### src/rtl/ysyx_22050243_lsu_if.sv
// Bundle of the LSU request/response handshakes and the memory port.
// master = the core/driver side, slave = the LSU itself.
interface ysyx_22050243_lsu_if;
    logic        req_valid;
    logic        req_ready;
    logic        req_wen;
    logic [1:0]  req_size;
    logic        req_unsigned;
    logic [63:0] req_addr;
    logic [63:0] req_wdata;

    logic        resp_valid;
    logic        resp_ready;
    logic [63:0] resp_rdata;
    logic        resp_misalign;

    logic        mem_r_en;
    logic        mem_w_en;
    logic [7:0]  mem_wmask;
    logic [63:0] mem_addr;
    logic [63:0] mem_wdata;
    logic [63:0] mem_rdata;

    modport master (
        output req_valid, req_wen, req_size, req_unsigned, req_addr, req_wdata,
        input  req_ready,
        input  resp_valid, resp_rdata, resp_misalign,
        output resp_ready,
        input  mem_r_en, mem_w_en, mem_wmask, mem_addr, mem_wdata,
        output mem_rdata
    );

    modport slave (
        input  req_valid, req_wen, req_size, req_unsigned, req_addr, req_wdata,
        output req_ready,
        output resp_valid, resp_rdata, resp_misalign,
        input  resp_ready,
        output mem_r_en, mem_w_en, mem_wmask, mem_addr, mem_wdata,
        input  mem_rdata
    );
endinterface

### src/rtl/ysyx_22050243_lsu.sv
// Load/store unit: one request at a time, IDLE -> ACCESS -> RESP, lane-aligned 64-bit memory port.
// Define YSYX_22050243_LSU_MISALIGN_TRAP_EN to answer misaligned requests with resp_misalign instead of accessing memory.
module ysyx_22050243_lsu #(
    parameter int MEM_LAT = 1
) (
    input logic                      clk,
    input logic                      rst_n,
    ysyx_22050243_lsu_if.slave       io_bus
);

    typedef enum logic [1:0] {
        S_IDLE   = 2'd0,
        S_ACCESS = 2'd1,
        S_RESP   = 2'd2
    } state_t;

    state_t      r_state;
    logic [2:0]  r_cnt;
    logic        r_wen;
    logic [1:0]  r_size;
    logic        r_unsigned;
    logic [63:0] r_addr;
    logic [63:0] r_wdata;

    logic        r_mem_r_en;
    logic        r_mem_w_en;
    logic [7:0]  r_mem_wmask;
    logic [63:0] r_mem_addr;
    logic [63:0] r_mem_wdata;

    logic        r_resp_valid;
    logic [63:0] r_resp_rdata;
    logic        r_resp_misalign;

    logic        w_trap;
    logic [7:0]  w_size_mask;
    logic [7:0]  w_wmask;
    logic [63:0] w_wdata;
    logic [63:0] w_rshift;
    logic [63:0] w_load_data;

`ifdef YSYX_22050243_LSU_MISALIGN_TRAP_EN
    always_comb begin
        unique case (io_bus.req_size)
            2'b00:   w_trap = 1'b0;
            2'b01:   w_trap = io_bus.req_addr[0];
            2'b10:   w_trap = |io_bus.req_addr[1:0];
            default: w_trap = |io_bus.req_addr[2:0];
        endcase
    end
`else
    assign w_trap = 1'b0;
`endif

    always_comb begin
        unique case (r_size)
            2'b00:   w_size_mask = 8'h01;
            2'b01:   w_size_mask = 8'h03;
            2'b10:   w_size_mask = 8'h0F;
            default: w_size_mask = 8'hFF;
        endcase
    end

    // Lanes past byte 7 fall off the top: a misaligned access never spills into a second word.
    assign w_wmask  = w_size_mask << r_addr[2:0];
    assign w_wdata  = r_wdata << {r_addr[2:0], 3'b000};
    assign w_rshift = io_bus.mem_rdata >> {r_addr[2:0], 3'b000};

    always_comb begin
        unique case (r_size)
            2'b00:   w_load_data = r_unsigned ? {56'd0, w_rshift[7:0]}
                                              : {{56{w_rshift[7]}}, w_rshift[7:0]};
            2'b01:   w_load_data = r_unsigned ? {48'd0, w_rshift[15:0]}
                                              : {{48{w_rshift[15]}}, w_rshift[15:0]};
            2'b10:   w_load_data = r_unsigned ? {32'd0, w_rshift[31:0]}
                                              : {{32{w_rshift[31]}}, w_rshift[31:0]};
            default: w_load_data = w_rshift;
        endcase
    end

    // ACCESS opens with one address-setup cycle (both enables low), then the enable
    // phase; r_cnt counts the enable cycles still to go.
    always_ff @(posedge clk or negedge rst_n) begin
        if (!rst_n) begin
            r_state         <= S_IDLE;
            r_cnt           <= 3'd0;
            r_wen           <= 1'b0;
            r_size          <= 2'b00;
            r_unsigned      <= 1'b0;
            r_addr          <= 64'd0;
            r_wdata         <= 64'd0;
            r_mem_r_en      <= 1'b0;
            r_mem_w_en      <= 1'b0;
            r_mem_wmask     <= 8'd0;
            r_mem_addr      <= 64'd0;
            r_mem_wdata     <= 64'd0;
            r_resp_valid    <= 1'b0;
            r_resp_rdata    <= 64'd0;
            r_resp_misalign <= 1'b0;
        end else begin
            unique case (r_state)
                S_IDLE: begin
                    if (io_bus.req_valid) begin
                        r_wen      <= io_bus.req_wen;
                        r_size     <= io_bus.req_size;
                        r_unsigned <= io_bus.req_unsigned;
                        r_addr     <= io_bus.req_addr;
                        r_wdata    <= io_bus.req_wdata;
                        if (w_trap) begin
                            r_state         <= S_RESP;
                            r_resp_valid    <= 1'b1;
                            r_resp_misalign <= 1'b1;
                            r_resp_rdata    <= 64'd0;
                        end else begin
                            r_state    <= S_ACCESS;
                            r_mem_addr <= {io_bus.req_addr[63:3], 3'b000};
                            r_cnt      <= io_bus.req_wen ? 3'd1 : 3'(MEM_LAT);
                        end
                    end
                end
                S_ACCESS: begin
                    if (!r_mem_r_en && !r_mem_w_en) begin
                        if (r_wen) begin
                            r_mem_w_en  <= 1'b1;
                            r_mem_wmask <= w_wmask;
                            r_mem_wdata <= w_wdata;
                        end else begin
                            r_mem_r_en  <= 1'b1;
                        end
                    end else begin
                        r_cnt <= r_cnt - 3'd1;
                        if (r_cnt == 3'd1) begin
                            r_mem_r_en   <= 1'b0;
                            r_mem_w_en   <= 1'b0;
                            r_mem_wmask  <= 8'd0;
                            r_mem_wdata  <= 64'd0;
                            r_mem_addr   <= 64'd0;
                            r_state      <= S_RESP;
                            r_resp_valid <= 1'b1;
                            r_resp_rdata <= r_wen ? 64'd0 : w_load_data;
                        end
                    end
                end
                S_RESP: begin
                    if (io_bus.resp_ready) begin
                        r_state         <= S_IDLE;
                        r_resp_valid    <= 1'b0;
                        r_resp_rdata    <= 64'd0;
                        r_resp_misalign <= 1'b0;
                    end
                end
                default: r_state <= S_IDLE;
            endcase
        end
    end

    // Gated by rst_n so req_ready is low during reset and high the moment it releases.
    assign io_bus.req_ready     = rst_n && (r_state == S_IDLE);
    assign io_bus.resp_valid    = r_resp_valid;
    assign io_bus.resp_rdata    = r_resp_rdata;
    assign io_bus.resp_misalign = r_resp_misalign;
    assign io_bus.mem_r_en      = r_mem_r_en;
    assign io_bus.mem_w_en      = r_mem_w_en;
    assign io_bus.mem_wmask     = r_mem_wmask;
    assign io_bus.mem_addr      = r_mem_addr;
    assign io_bus.mem_wdata     = r_mem_wdata;

endmodule

### src/flat_wrapper.sv
// flat-port wrapper written by rule: the top's interface ports become plain ports
module ysyx_22050243_lsu_flat 
#(
    parameter int MEM_LAT = 1
)
  (clk, rst_n, io_bus_req_valid, io_bus_req_wen, io_bus_req_size, io_bus_req_unsigned, io_bus_req_addr, io_bus_req_wdata, io_bus_req_ready, io_bus_resp_valid, io_bus_resp_rdata, io_bus_resp_misalign, io_bus_resp_ready, io_bus_mem_r_en, io_bus_mem_w_en, io_bus_mem_wmask, io_bus_mem_addr, io_bus_mem_wdata, io_bus_mem_rdata);
  ysyx_22050243_lsu_if io_bus_i ();
  input logic clk;
  input logic rst_n;
  input wire logic [$bits(io_bus_i.req_valid)-1:0] io_bus_req_valid;
  input wire logic [$bits(io_bus_i.req_wen)-1:0] io_bus_req_wen;
  input wire logic [$bits(io_bus_i.req_size)-1:0] io_bus_req_size;
  input wire logic [$bits(io_bus_i.req_unsigned)-1:0] io_bus_req_unsigned;
  input wire logic [$bits(io_bus_i.req_addr)-1:0] io_bus_req_addr;
  input wire logic [$bits(io_bus_i.req_wdata)-1:0] io_bus_req_wdata;
  output wire logic [$bits(io_bus_i.req_ready)-1:0] io_bus_req_ready;
  output wire logic [$bits(io_bus_i.resp_valid)-1:0] io_bus_resp_valid;
  output wire logic [$bits(io_bus_i.resp_rdata)-1:0] io_bus_resp_rdata;
  output wire logic [$bits(io_bus_i.resp_misalign)-1:0] io_bus_resp_misalign;
  input wire logic [$bits(io_bus_i.resp_ready)-1:0] io_bus_resp_ready;
  output wire logic [$bits(io_bus_i.mem_r_en)-1:0] io_bus_mem_r_en;
  output wire logic [$bits(io_bus_i.mem_w_en)-1:0] io_bus_mem_w_en;
  output wire logic [$bits(io_bus_i.mem_wmask)-1:0] io_bus_mem_wmask;
  output wire logic [$bits(io_bus_i.mem_addr)-1:0] io_bus_mem_addr;
  output wire logic [$bits(io_bus_i.mem_wdata)-1:0] io_bus_mem_wdata;
  input wire logic [$bits(io_bus_i.mem_rdata)-1:0] io_bus_mem_rdata;
  assign io_bus_i.req_valid = io_bus_req_valid;
  assign io_bus_i.req_wen = io_bus_req_wen;
  assign io_bus_i.req_size = io_bus_req_size;
  assign io_bus_i.req_unsigned = io_bus_req_unsigned;
  assign io_bus_i.req_addr = io_bus_req_addr;
  assign io_bus_i.req_wdata = io_bus_req_wdata;
  assign io_bus_req_ready = io_bus_i.req_ready;
  assign io_bus_resp_valid = io_bus_i.resp_valid;
  assign io_bus_resp_rdata = io_bus_i.resp_rdata;
  assign io_bus_resp_misalign = io_bus_i.resp_misalign;
  assign io_bus_i.resp_ready = io_bus_resp_ready;
  assign io_bus_mem_r_en = io_bus_i.mem_r_en;
  assign io_bus_mem_w_en = io_bus_i.mem_w_en;
  assign io_bus_mem_wmask = io_bus_i.mem_wmask;
  assign io_bus_mem_addr = io_bus_i.mem_addr;
  assign io_bus_mem_wdata = io_bus_i.mem_wdata;
  assign io_bus_i.mem_rdata = io_bus_mem_rdata;
  ysyx_22050243_lsu #(.MEM_LAT(MEM_LAT)) u_core (.clk(clk), .rst_n(rst_n), .io_bus(io_bus_i));
endmodule
### config.mk
export PLATFORM = sky130hd
export DESIGN_NAME = ysyx_22050243_lsu_flat
export DESIGN_NICKNAME = d
export VERILOG_FILES = /design/src/rtl/ysyx_22050243_lsu_if.sv /design/src/rtl/ysyx_22050243_lsu.sv /design/src/flat_wrapper.sv
export SDC_FILE = /design/constraint.sdc
export NUM_CORES = 1
export LEC_CHECK = 0
export ABC_AREA = 1
export CAP_MARGIN = 20
export CORE_MARGIN = 5
export CORE_UTILIZATION = 49
export CTS_BUF_LIST = sky130_fd_sc_hd__clkbuf_16
export DETAILED_ROUTE_END_ITERATION = 10
export PLACE_DENSITY = 0.92
export SYNTH_ARGS = -nofsm -noshare
export SYNTH_HDL_FRONTEND = slang
export SYNTH_SLANG_ARGS = --single-unit
### constraint.sdc
create_clock -name clk -period 2.37 [get_ports clk]
set_clock_uncertainty 0.2 [all_clocks]
set_input_delay 0.237 -clock clk [delete_from_list [all_inputs] [get_ports clk]]
set_output_delay 0.237 -clock clk [all_outputs]
set_load 0.01 [all_outputs]
==> results of run 1 <==
[timing repair]
item | 4_1_cts | 5_1_grt
resized for setup | 1 | 4
hold buffers | 26 | 0
setup buffers | 0 | 0
endpoints found under the hold margin | 301 | 0
setup endpoints to repair | 1 | 23
[synth_stat cells, drive strengths merged]
| cell | n |
|---|---|
| or2 | 4 |
| a21oi | 52 |
| clkbuf | 66 |
| mux2i | 5 |
| xor2 | 1 |
| o21ai | 280 |
| a21o | 6 |
| a22o | 2 |
| buf | 78 |
| conb | 1 |
| ha | 2 |
| nor3 | 1 |
| nand3 | 128 |
| o31ai | 1 |
| o211ai | 39 |
| clkinv | 3 |
| nor2 | 36 |
| a31oi | 1 |
| o22ai | 8 |
| dfrtp | 276 |
| nand2 | 912 |
| inv | 85 |
[layer usage]
layer,up-vias,track usage [%]
met5,-,0
met4,2,13.8
met3,149,7.88
met2,1081,48.9
met1,7266,43.4
li1,7118,-
[layout make-up]
cell class,count,area (sq um)
repair buffers,478,4840
fillers,2284,8700
well taps,384,480
multi-input cells,1482,6470
inverters,88,340
clock buffers,30,751
clock inverters,24,274
diodes,5,12.5
flip-flops and latches,276,6910
[sequential cells by signal (all words and copies together), names as in the netlist]
signal,flops
u_core.r_state,2
u_core.io_bus.mem_w_en,1
u_core.r_wdata,64
u_core.r_unsigned,1
u_core.r_wen,1
u_core.io_bus.mem_r_en,1
u_core.io_bus.mem_wdata,64
u_core.r_cnt,3
u_core.io_bus.resp_valid,1
u_core.r_size,2
u_core.r_addr,3
u_core.io_bus.mem_addr,61
u_core.io_bus.mem_wmask,8
u_core.io_bus.resp_rdata,64
[where the power goes]
group | total, mW | leakage (nW) | switching, mW | internal [mW]
Sequential | 7.79 | 3.58 | 1.27 | 6.52
Combinational | 15.2 | 5.82 | 9.48 | 5.73
Clock | 4.87 | 0.496 | 2.02 | 2.85
[critical path, stage by stage, from the launching register on]
cell	delay, ps
dfrtp_4	500
buf_12	260
nand2_1	120
nand3_1	120
nand3_1	110
nand3_1	100
nand2_1	190
buf_4	270
o21ai_1	170
nand2_1	90
[cells by family after synthesis]
group / share of synthesized area [%]
fa+ha+maj: 0.174
compound gates: 14.5
other cells: 0.0261
xor+xnor: 0.0610
flops: 48.1
mux: 0.349
buf+inv: 7.01
simple gates: 29.7
[stage by stage]
step	cells	setup TNS, ps	util (%)	hold slack (ps)
finish	2767	0	69.8	7.00
global route	2766	0	69.8	3.18
CTS	2761	0	69.6	0.167
detailed placement	2681	-32.6	65.1	-142
global placement	2681	0	65.1	-142
floorplan	1990	0	-	-259
[final timing paths]
kind,startpoint,end,slack [ps],cells after the start
min in group asynchronous,rst_n,u_core.io_bus.mem_addr[14]$_DFFE_PN0P_,30,2
min reg2reg,u_core.r_wdata[3]$_DFFE_PN0P_,u_core.io_bus.mem_wdata[3]$_DFFE_PN0P_,270,2
max in group asynchronous,rst_n,u_core.r_addr[2]$_DFFE_PN0P_,560,3
max,u_core.r_addr[0]$_DFFE_PN0P_,u_core.io_bus.resp_rdata[53]$_DFFE_PN0P_,80,9
max reg2reg,u_core.r_addr[0]$_DFFE_PN0P_,u_core.io_bus.resp_rdata[53]$_DFFE_PN0P_,80,9
min,io_bus_req_addr[50],u_core.io_bus.mem_addr[50]$_DFFE_PN0P_,7,3
==> metrics, run 1 <==
pin count of the biggest net entering global routing=173; signed area change from the synthesized netlist to the final layout=39.9%; crit-path max FO=59; CP arrival=2530 ps; # IOs=405; die area=32,800 sq um; final wirelength=54,400 microns; most used cells in the layout excluding fill and tap cells=910 x nand2_1, 398 x clkdlybuf4s50_1, 273 x dfrtp_1; clock slew seen by the registers of the worst setup and hold paths=60 ps; CTS Buf Count=30; HP Class=primary input to flop; final setup violation count=0; via count normalized by instance count=5.64; endpoint kind of the worst setup timing path=flop; standard-cell rows=62; count of clock tree sinks=276; TritonCTS clock tree=built; Post-Place Worst Slack=-32.6 ps; Std-Cell Core Area=28,800 sq um; initial antenna violation count=6; startpoint type of the worst setup path=flop; via count of the first global-routing pass=15,100; detailed-routed wire length on met3=6420 microns; largest cells by area after synthesis=dfrtp_1 48%, nand2_1 24%, o21ai_0 7.7%; Routed WL per cell=19.7 microns; top achievable clock speed=437 MHz; final hold violation count=0; number of storage elements in the synthesis netlist=276; min Tclk post-route=2290 ps; starting density of the core=49.9%; Final #Nets=2,558; grt total ovfl=0; PortBufs=400; post-synthesis area per instance=7.22 sq um; H-tree level count=1; maximum buffer depth of the clock tree=3; number of DRC markers in iteration 0=1,903; Die Y=181 microns; Netlist Area Pre-Place=14,400 sq um; final worst setup slack=82.3 ps; Yosys warning count=0; fraction of final layout cells with drive strength greater than 1=5.34%; sum of internal, switching and leakage power=27.9 mW; total routing resource utilization after global routing=31.9%; CTS Root Buffer Type=clkbuf_16; max_slew headroom=39.5%; number of maximum-capacitance violations=0; unrepaired setup endpoints after global routing=false; Cell variety after synth=36; leakage component of the power=9.90 nW; top cell type by total area after synthesis=dfrtp_1; length of routed met2 wiring=24,100 microns; power density relative to cell area=1390 nW/um^2; part of the cycle the worst path needs=96.5%; routed vias=15,600; sum of routed wire segments on met1=21,100 microns; remaining antenna violation count=0; DPL Wire Length=38,900 microns; most frequent standard cell in the layout excluding fill and tap cells=nand2_1; Worst Max-Slew Pin Slew=907 ps; area share of the leading cell type in the synthesized netlist=48.1%; first-pass GRT wire length=84,700 microns; synthesized instance count=1,987; status=finished clean; sequential-to-total area share from yosys stat=48.1%; Setup Crit Path Kind=flop to flop; width of the die=181 microns; count of unresolved DRC violations after routing=0; maximum vdd drop=0.748 mV; latest clock arrival within the worst-skew pair=580 ps; cell area reported after detailed placement=18,700 sq um; summed area of non-filler cells in the final layout=20,100 sq um; number of pins with negative max-slew slack in the final report=0; iteration count of the initial detailed-routing pass=8; GP Congestion=1.05; required arrival time at the worst endpoint=2620 ps; top layer reached by signal wires=met5
Power figures use the tool's default switching activity.
==> inputs of run 2 (changes only) <==
--- a/config.mk
+++ b/config.mk
@@ -12,6 +12,7 @@
 export CTS_BUF_LIST = sky130_fd_sc_hd__clkbuf_16
 export DETAILED_ROUTE_END_ITERATION = 10
 export PLACE_DENSITY = 0.92
+export RECOVER_POWER = 100
 export SYNTH_ARGS = -nofsm -noshare
 export SYNTH_HDL_FRONTEND = slang
 export SYNTH_SLANG_ARGS = --single-unit
==> metrics, run 2 (same netlist as run 1, synthesis figures left out) <==
status=finished clean; signed area change from the synthesized netlist to the final layout=39.5%; count of clock tree sinks=276; Routed WL per cell=19.7 microns; remaining antenna violation count=0; iteration count of the initial detailed-routing pass=8; count of unresolved DRC violations after routing=0; leakage component of the power=10.3 nW; GP Congestion=1.05; cells along the critical path=buf_12 -> nand2_1 -> nand3_1 -> nand3_1 -> nand3_1 -> nand2_1 -> buf_4 -> o21ai_0 -> nand2_1; HP Class=primary input to flop; Die Y=181 microns; clock slew seen by the registers of the worst setup and hold paths=70 ps; critical path's top delay family=simple AND/OR/NAND/NOR gates; most frequent standard cell in the layout excluding fill and tap cells=nand2_1; maximum vdd drop=0.741 mV; number of DRC markers in iteration 0=1,991; die area=32,800 sq um; latest clock arrival within the worst-skew pair=580 ps; fin cells=2,767; top achievable clock speed=431 MHz; slowest cell on the critical path=dfrtp_4; crit path from=u_core.r_addr[0]$_DFFE_PN0P_; Critical path buffers and inverters=2; unrepaired setup endpoints after global routing=false; final worst setup slack=49.7 ps; DPL Wire Length=38,900 microns; routed vias=15,600; delay contributed by the slowest stage of the critical path=500 ps; total routing resource utilization after global routing=31.9%; part of the cycle the worst path needs=97.9%; maximum buffer depth of the clock tree=3; via count normalized by instance count=5.65; number of maximum-capacitance violations=0; pin count of the biggest net entering global routing=173; Util after Layout=69.6%; PortBufs=400; H-tree level count=1; Worst Hold Launch=io_bus_req_addr[50]; number of pins with negative max-slew slack in the final report=0; Final #Nets=2,558; startpoint type of the worst setup path=flop; endpoint kind of the worst setup timing path=flop; most used cells in the layout excluding fill and tap cells=911 x nand2_1, 273 x dfrtp_1, 238 x o21ai_0; final setup violation count=0; max_slew headroom=39.8%; Setup Crit Path Kind=flop to flop; starting density of the core=49.9%; CTS Buf Count=30; initial antenna violation count=6; min Tclk post-route=2320 ps; # IOs=405; standard-cell rows=62; count of filler cells inserted in the layout=2,296; width of the die=181 microns; final hold violation count=0; grt total ovfl=0; power density relative to cell area=1360 nW/um^2; Cells after DPL=2,681; final wirelength=54,500 microns; CP arrival=2580 ps; Worst Max-Slew Pin Slew=903 ps; FF-to-FF Start=u_core.r_addr[0]$_DFFE_PN0P_; Post-Place Worst Slack=-32.6 ps; CTS Root Buffer Type=clkbuf_16; first-pass GRT wire length=84,700 microns; setup TNS=0 ps; TritonCTS clock tree=built; Std-Cell Core Area=28,800 sq um; required arrival time at the worst endpoint=2630 ps; sum of internal, switching and leakage power=27.3 mW; crit-path max FO=59; fraction of final layout cells with drive strength greater than 1=5.17%; via count of the first global-routing pass=15,100; post-CTS setup buffers=0
[run 2: final timing paths]
path	slack [ps]	cells after the start	endpoint
max in group asynchronous	420	3	u_core.r_addr[2]$_DFFE_PN0P_
min	10	3	u_core.io_bus.mem_addr[50]$_DFFE_PN0P_
max	50	9	u_core.io_bus.resp_rdata[37]$_DFFE_PN0P_
min reg2reg	270	2	u_core.io_bus.mem_wdata[3]$_DFFE_PN0P_
max reg2reg	50	9	u_core.io_bus.resp_rdata[37]$_DFFE_PN0P_
min in group asynchronous	180	2	u_core.io_bus.mem_addr[14]$_DFFE_PN0P_
[run 2: power by group]
group | internal, mW | total [mW] | switching (mW) | leakage [nW]
Sequential | 6.52 | 7.73 | 1.21 | 3.58
Combinational | 5.23 | 14.7 | 9.46 | 6.27
Clock | 2.85 | 4.86 | 2.01 | 0.496
Total | 14.6 | 27.3 | 12.7 | 10.3
[run 2: area by class of cell]
class	instances	area [sq um]	share of cell area [%]
Clock buffer	30	751	3.75
Sequential cell	276	6910	34.5
Timing Repair Buffer	478	4790	23.9
Tap cell	384	480	2.40
Multi-Input combinational cell	1482	6460	32.3
Clock inverter	24	274	1.37
Antenna cell	5	12.5	0.0625
Inverter	88	339	1.69
[run 2: worst min-delay path: stages]
cell	delay [ps]
clkdlybuf4s50_1	400
nand2_1	70
nand2_1	50
[run 2: what timing repair did]
action | 4_1_cts | 5_1_grt
setup endpoints to repair | 1 | 23
gates resized for setup | 1 | 4
hold buffers | 26 | 0
pin swaps | 0 | 0
hold endpoints to repair | 301 | 0
[run 2: metal layers]
layer / up-vias / track usage [%] / wire length (microns)
li1: 7134 / - / -
met1: 7300 / 43.4 / 21300
met2: 1040 / 48.9 / 24200
met3: 148 / 7.88 / 6160
met4: 2 / 13.8 / 2790
met5: - / 0 / 13
[run 2: through the flow]
stage | hold slack [ps] | area [sq um]
final | 11.6 | 20000
after global routing | 3.18 | 20000
after CTS | 0.167 | 20000
after detailed placement | -142 | 18700
after global placement | -142 | 18700
after floorplan | -259 | 14400
==> edit 1, RTL diff (settings of run 2) <==
Re-encode `state_t` (3 states) as one-hot, 3 bits wide.
--- a/src/rtl/ysyx_22050243_lsu.sv
+++ b/src/rtl/ysyx_22050243_lsu.sv
@@ -9,8 +9,8 @@
 );
 
-    typedef enum logic [1:0] {
-        S_IDLE   = 2'd0,
-        S_ACCESS = 2'd1,
-        S_RESP   = 2'd2
+    typedef enum logic [2:0] {
+        S_IDLE   = 3'b001,
+        S_ACCESS = 3'b010,
+        S_RESP   = 3'b100
     } state_t;
 
Check against the original RTL: same outputs for any inputs over 4 cycles, from zero or initial values and one cycle with rst_n low; so few cycles prove little.
==> edit 1 against run 2 <==
Design area decreased by 1.6%; sequential share of layout area increased by 0.70 points; synthesized area increased by 0.65%; sequential cell count increased by 1; routed wire length decreased by 0.69%; hold slack improved by 39 ps; power decreased by 2.8%; setup slack improved by 12 ps; critical endpoint is now u_core.io_bus.mem_wdata[38].
==> edit 1: results (changes against run 2) <==
- Run status: finished clean (unchanged)
- Highest ir drop seen on vdd: 0.798 mV (was 0.741 mV)
- Slew at the pin closest to its max-slew limit: 1080 ps (was 903 ps)
- Fraction of cell area in non-clock buffers: 23.1% (was 23.9%)
- Core region area: 28,900 sq um (was 28,800 sq um)
- Number of nets in the final layout: 2,414 (was 2,558)
- Count of hold buffers inserted by post-cts repair: 3 (was 26)
- Max FO, Critical Path: 33 (was 59)
- Layout clock buffers: 31 (was 30)
- Count of flip-flops and latches: 277 (was 276)
- Maximum number of pins on one net before global-route repair: 193 (was 173)
- Power dissipated by switching net loads: 0.0119 W (was 0.0127 W)
- Routed length on met3: 7.15 mm (was 6.16 mm)
- Fraction of standard cell area in multi-input logic: 32.9% (was 32.3%)
- Global-route track usage on met1: 41.9% (was 43.4%)
- Vias in the first global route: 14,722 (was 15,139)
- Share of cell area taken by muxes after synthesis: 3.00% (was 0.349%)
- Signal arrival time at the worst endpoint: 2530 ps (was 2580 ps)
- Number of non-clock inverters in the layout: 79 (was 88)
- Wire length per cell after detailed routing: 20.6 um (was 19.7 um)
- Area fraction of the dominant cell type after synthesis: 47.8% (was 48.1%)
- Post-synth top cells: 614 x sky130_fd_sc_hd__nand2_1, 276 x sky130_fd_sc_hd__dfrtp_1, 244 x sky130_fd_sc_hd__o21ai_0 (was 910 x sky130_fd_sc_hd__nand2_1, 276 x sky130_fd_sc_hd__dfrtp_1, 222 x sky130_fd_sc_hd__o21ai_0)
- Iter 0 DRT Violations: 2,243 (was 1,991)
- Number of gates resized after cts: 3 (was 1)
- Global router's overall resource usage: 31.4% (was 31.9%)
- Flip-flop and latch share of the layout cell area: 35.2% (was 34.5%)
edit 1: cell types whose count changed in the layout (fill, tap and decap cells not counted), sizes merged, moves of 3 or more:
cell / run 2 / this run
a22oi: 0 / 3
clkbuf: 38 / 35
nand2: 912 / 618
mux2: 0 / 34
nand3: 128 / 197
o21ai: 280 / 275
o22ai: 8 / 4
nor2: 36 / 70
o211ai: 39 / 27
a21oi: 52 / 110
bufinv: 5 / 2
dlygate4sd3: 226 / 203
o31ai: 1 / 8
edit 1: path summary, 6_finish.rpt:
check                                               from                          end  slack (ps)  cells past startpoint
worst max register to register          u_core.r_addr[0]  u_core.io_bus.mem_wdata[38]          60                      7
max in group asynchronous                          rst_n           u_core.r_wdata[17]         490                      3
worst max-delay path                    u_core.r_addr[0]  u_core.io_bus.mem_wdata[38]          60                      7
min in group asynchronous                          rst_n           u_core.r_wdata[33]         440                      3
worst min-delay path                 io_bus_req_addr[29]   u_core.io_bus.mem_addr[29]          50                      3
worst min register to register  u_core.io_bus.resp_valid     u_core.io_bus.resp_valid         260                      2
==> edit 2, RTL diff (config.mk and constraints of run 2) <==
Without the edit above. Build with the macro `YSYX_22050243_LSU_MISALIGN_TRAP_EN` defined.
--- a/src/rtl/ysyx_22050243_lsu.sv
+++ b/src/rtl/ysyx_22050243_lsu.sv
@@ -1,4 +1,6 @@
 // Load/store unit: one request at a time, IDLE -> ACCESS -> RESP, lane-aligned 64-bit memory port.
 // Define YSYX_22050243_LSU_MISALIGN_TRAP_EN to answer misaligned requests with resp_misalign instead of accessing memory.
+`define YSYX_22050243_LSU_MISALIGN_TRAP_EN
+
 module ysyx_22050243_lsu #(
     parameter int MEM_LAT = 1
Formal check against the unedited RTL: not equivalent (Yosys sat finds a counterexample within 4 cycles, from zero or initial values and one cycle with rst_n low).
==> edit 2 against run 2 <==
Setup slack gained 54 ps; hold slack better by 9.8 ps; count of clock-buffer cells in the layout fell by 1; power shrank 0.28%; design area shrank 2.0%; synthesized area grew 1.2%; routed wire length shrank 4.9%; critical path type unchanged; first-iteration DRC count shrank 11%; critical endpoint is now u_core.io_bus.mem_wdata[60]; sequential cell count is 1 higher.
==> edit 2: results (changes against run 2) <==
- Run status: finished clean (unchanged)
- Max FO, Critical Path: 31 (was 59)
- Family with the most delay on the worst path: buffers and inverters (was simple AND/OR/NAND/NOR gates)
- Reg2Reg Depth: 7 (was 9)
- Met3 routing resource usage after global routing: 7.04% (was 7.88%)
- Antenna violations before repair: 4 (was 6)
- Worst slack at placement: 14.2 ps (was -32.6 ps)
- Post-synth top cells: 637 x sky130_fd_sc_hd__nand2_1, 277 x sky130_fd_sc_hd__dfrtp_1, 216 x sky130_fd_sc_hd__o21ai_0 (was 910 x sky130_fd_sc_hd__nand2_1, 276 x sky130_fd_sc_hd__dfrtp_1, 222 x sky130_fd_sc_hd__o21ai_0)
- Critical Path End: u_core.io_bus.mem_wdata[60] (was u_core.io_bus.resp_rdata[37])
- Met2 GRT Util: 47.5% (was 48.9%)
- First-pass GRT wire length: 79.9 mm (was 84.7 mm)
- Highest ir drop seen on vdd: 1.01 mV (was 0.741 mV)
- Final Critical Period: 2270 ps (was 2320 ps)
- Total wire length: 51.8 mm (was 54.5 mm)
- Standby leakage power: 9.81 nW (was 10.3 nW)
- XOR/XNOR Fraction of Synth Area: 0% (was 0.0610%)
- Fraction of the mapped netlist area in adder cells: 0.431% (was 0.174%)
- Count of clock tree sinks: 277 (was 276)
- Synth area leaders: sky130_fd_sc_hd__dfrtp_1 48%, sky130_fd_sc_hd__nand2_1 16%, sky130_fd_sc_hd__o21ai_0 7.4% (was sky130_fd_sc_hd__dfrtp_1 48%, sky130_fd_sc_hd__nand2_1 24%, sky130_fd_sc_hd__o21ai_0 7.7%)
- Number of nets in the final layout: 2,367 (was 2,558)
- Final GP Congestion: 1.00 (was 1.05)
- Layout cell share with drive strength beyond 1: 8.01% (was 5.17%)
- Multi-Input Combinational: 1,316 (was 1,482)
- Routed length on met3: 5.30 mm (was 6.16 mm)
- Iter 0 DRT Violations: 1,774 (was 1,991)
- Slack of the worst reg-to-reg path: 100 ps (was 50 ps)
- Met2 Routed Length: 23.8 mm (was 24.2 mm)
- Number of port buffers: 401 (was 400)
- Number of unique standard cell types used by synthesis: 48 (was 36)
- Layout clock buffers: 29 (was 30)
- Stage delay of the slowest cell on the critical path: 570 ps (was 500 ps)
- Global router's overall resource usage: 30.0% (was 31.9%)
- DP HPWL: 37.8 mm (was 38.9 mm)
[edit 2: cells by family (layout without fill, tap and decap cells)]
family / Yosys count / after routing
flip-flops: 277 / 277
AND/OR/NAND/NOR: 876 / 876
AO/OA/AOI/OAI: 400 / 400
multiplexers: 32 / 32
other: 1 / 7
adder cells (fa/ha/maj): 5 / 5
buffers and inverters: 215 / 591
[edit 2: power breakdown]
group          leakage [nW]  switching (W)  internal, W
Sequential             3.53        0.00129      0.00669
Clock                 0.492        0.00194      0.00277
Combinational          5.78        0.00918      0.00534
[edit 2: how the worst min path moves through the flow]
stage                     slack (ps)                start                         end
final                             20  io_bus_req_addr[34]  u_core.io_bus.mem_addr[34]
after floorplan                 -260                rst_n  u_core.io_bus.mem_addr[10]
after detailed placement        -150                rst_n  u_core.io_bus.mem_addr[57]
after CTS                          5  io_bus_req_addr[34]  u_core.io_bus.mem_addr[34]
after global routing              20  io_bus_req_addr[44]  u_core.io_bus.mem_addr[44]
after global placement          -150                rst_n  u_core.io_bus.mem_addr[43]
[edit 2: stage by stage]
stage | instances | area, sq um | utilization, % | power [W]
after global placement | 2517 | 18800 | 63.8 | 0.0225
final | 2578 | 19600 | 66.6 | 0.0272
after detailed placement | 2517 | 18800 | 63.8 | 0.0229
after CTS | 2572 | 19800 | 67.2 | 0.0278
after floorplan | 1808 | 14500 | - | 0.0170
after global routing | 2578 | 19600 | 66.6 | 0.0290
[edit 2: repair_timing]
item / 4_1_cts / 5_1_grt
pin swaps: 0 / 1
endpoints found under the setup margin: 1 / 67
setup buffers: 0 / 2
gates resized for setup: 1 / 4
hold endpoints to repair: 277 / 0
hold buffers: 2 / 0
[edit 2: tightest hold or removal path, delay by kind of cell]
family,cells,cell delay (ps)
buffers and inverters,1,390
and+or+nand+nor,2,130
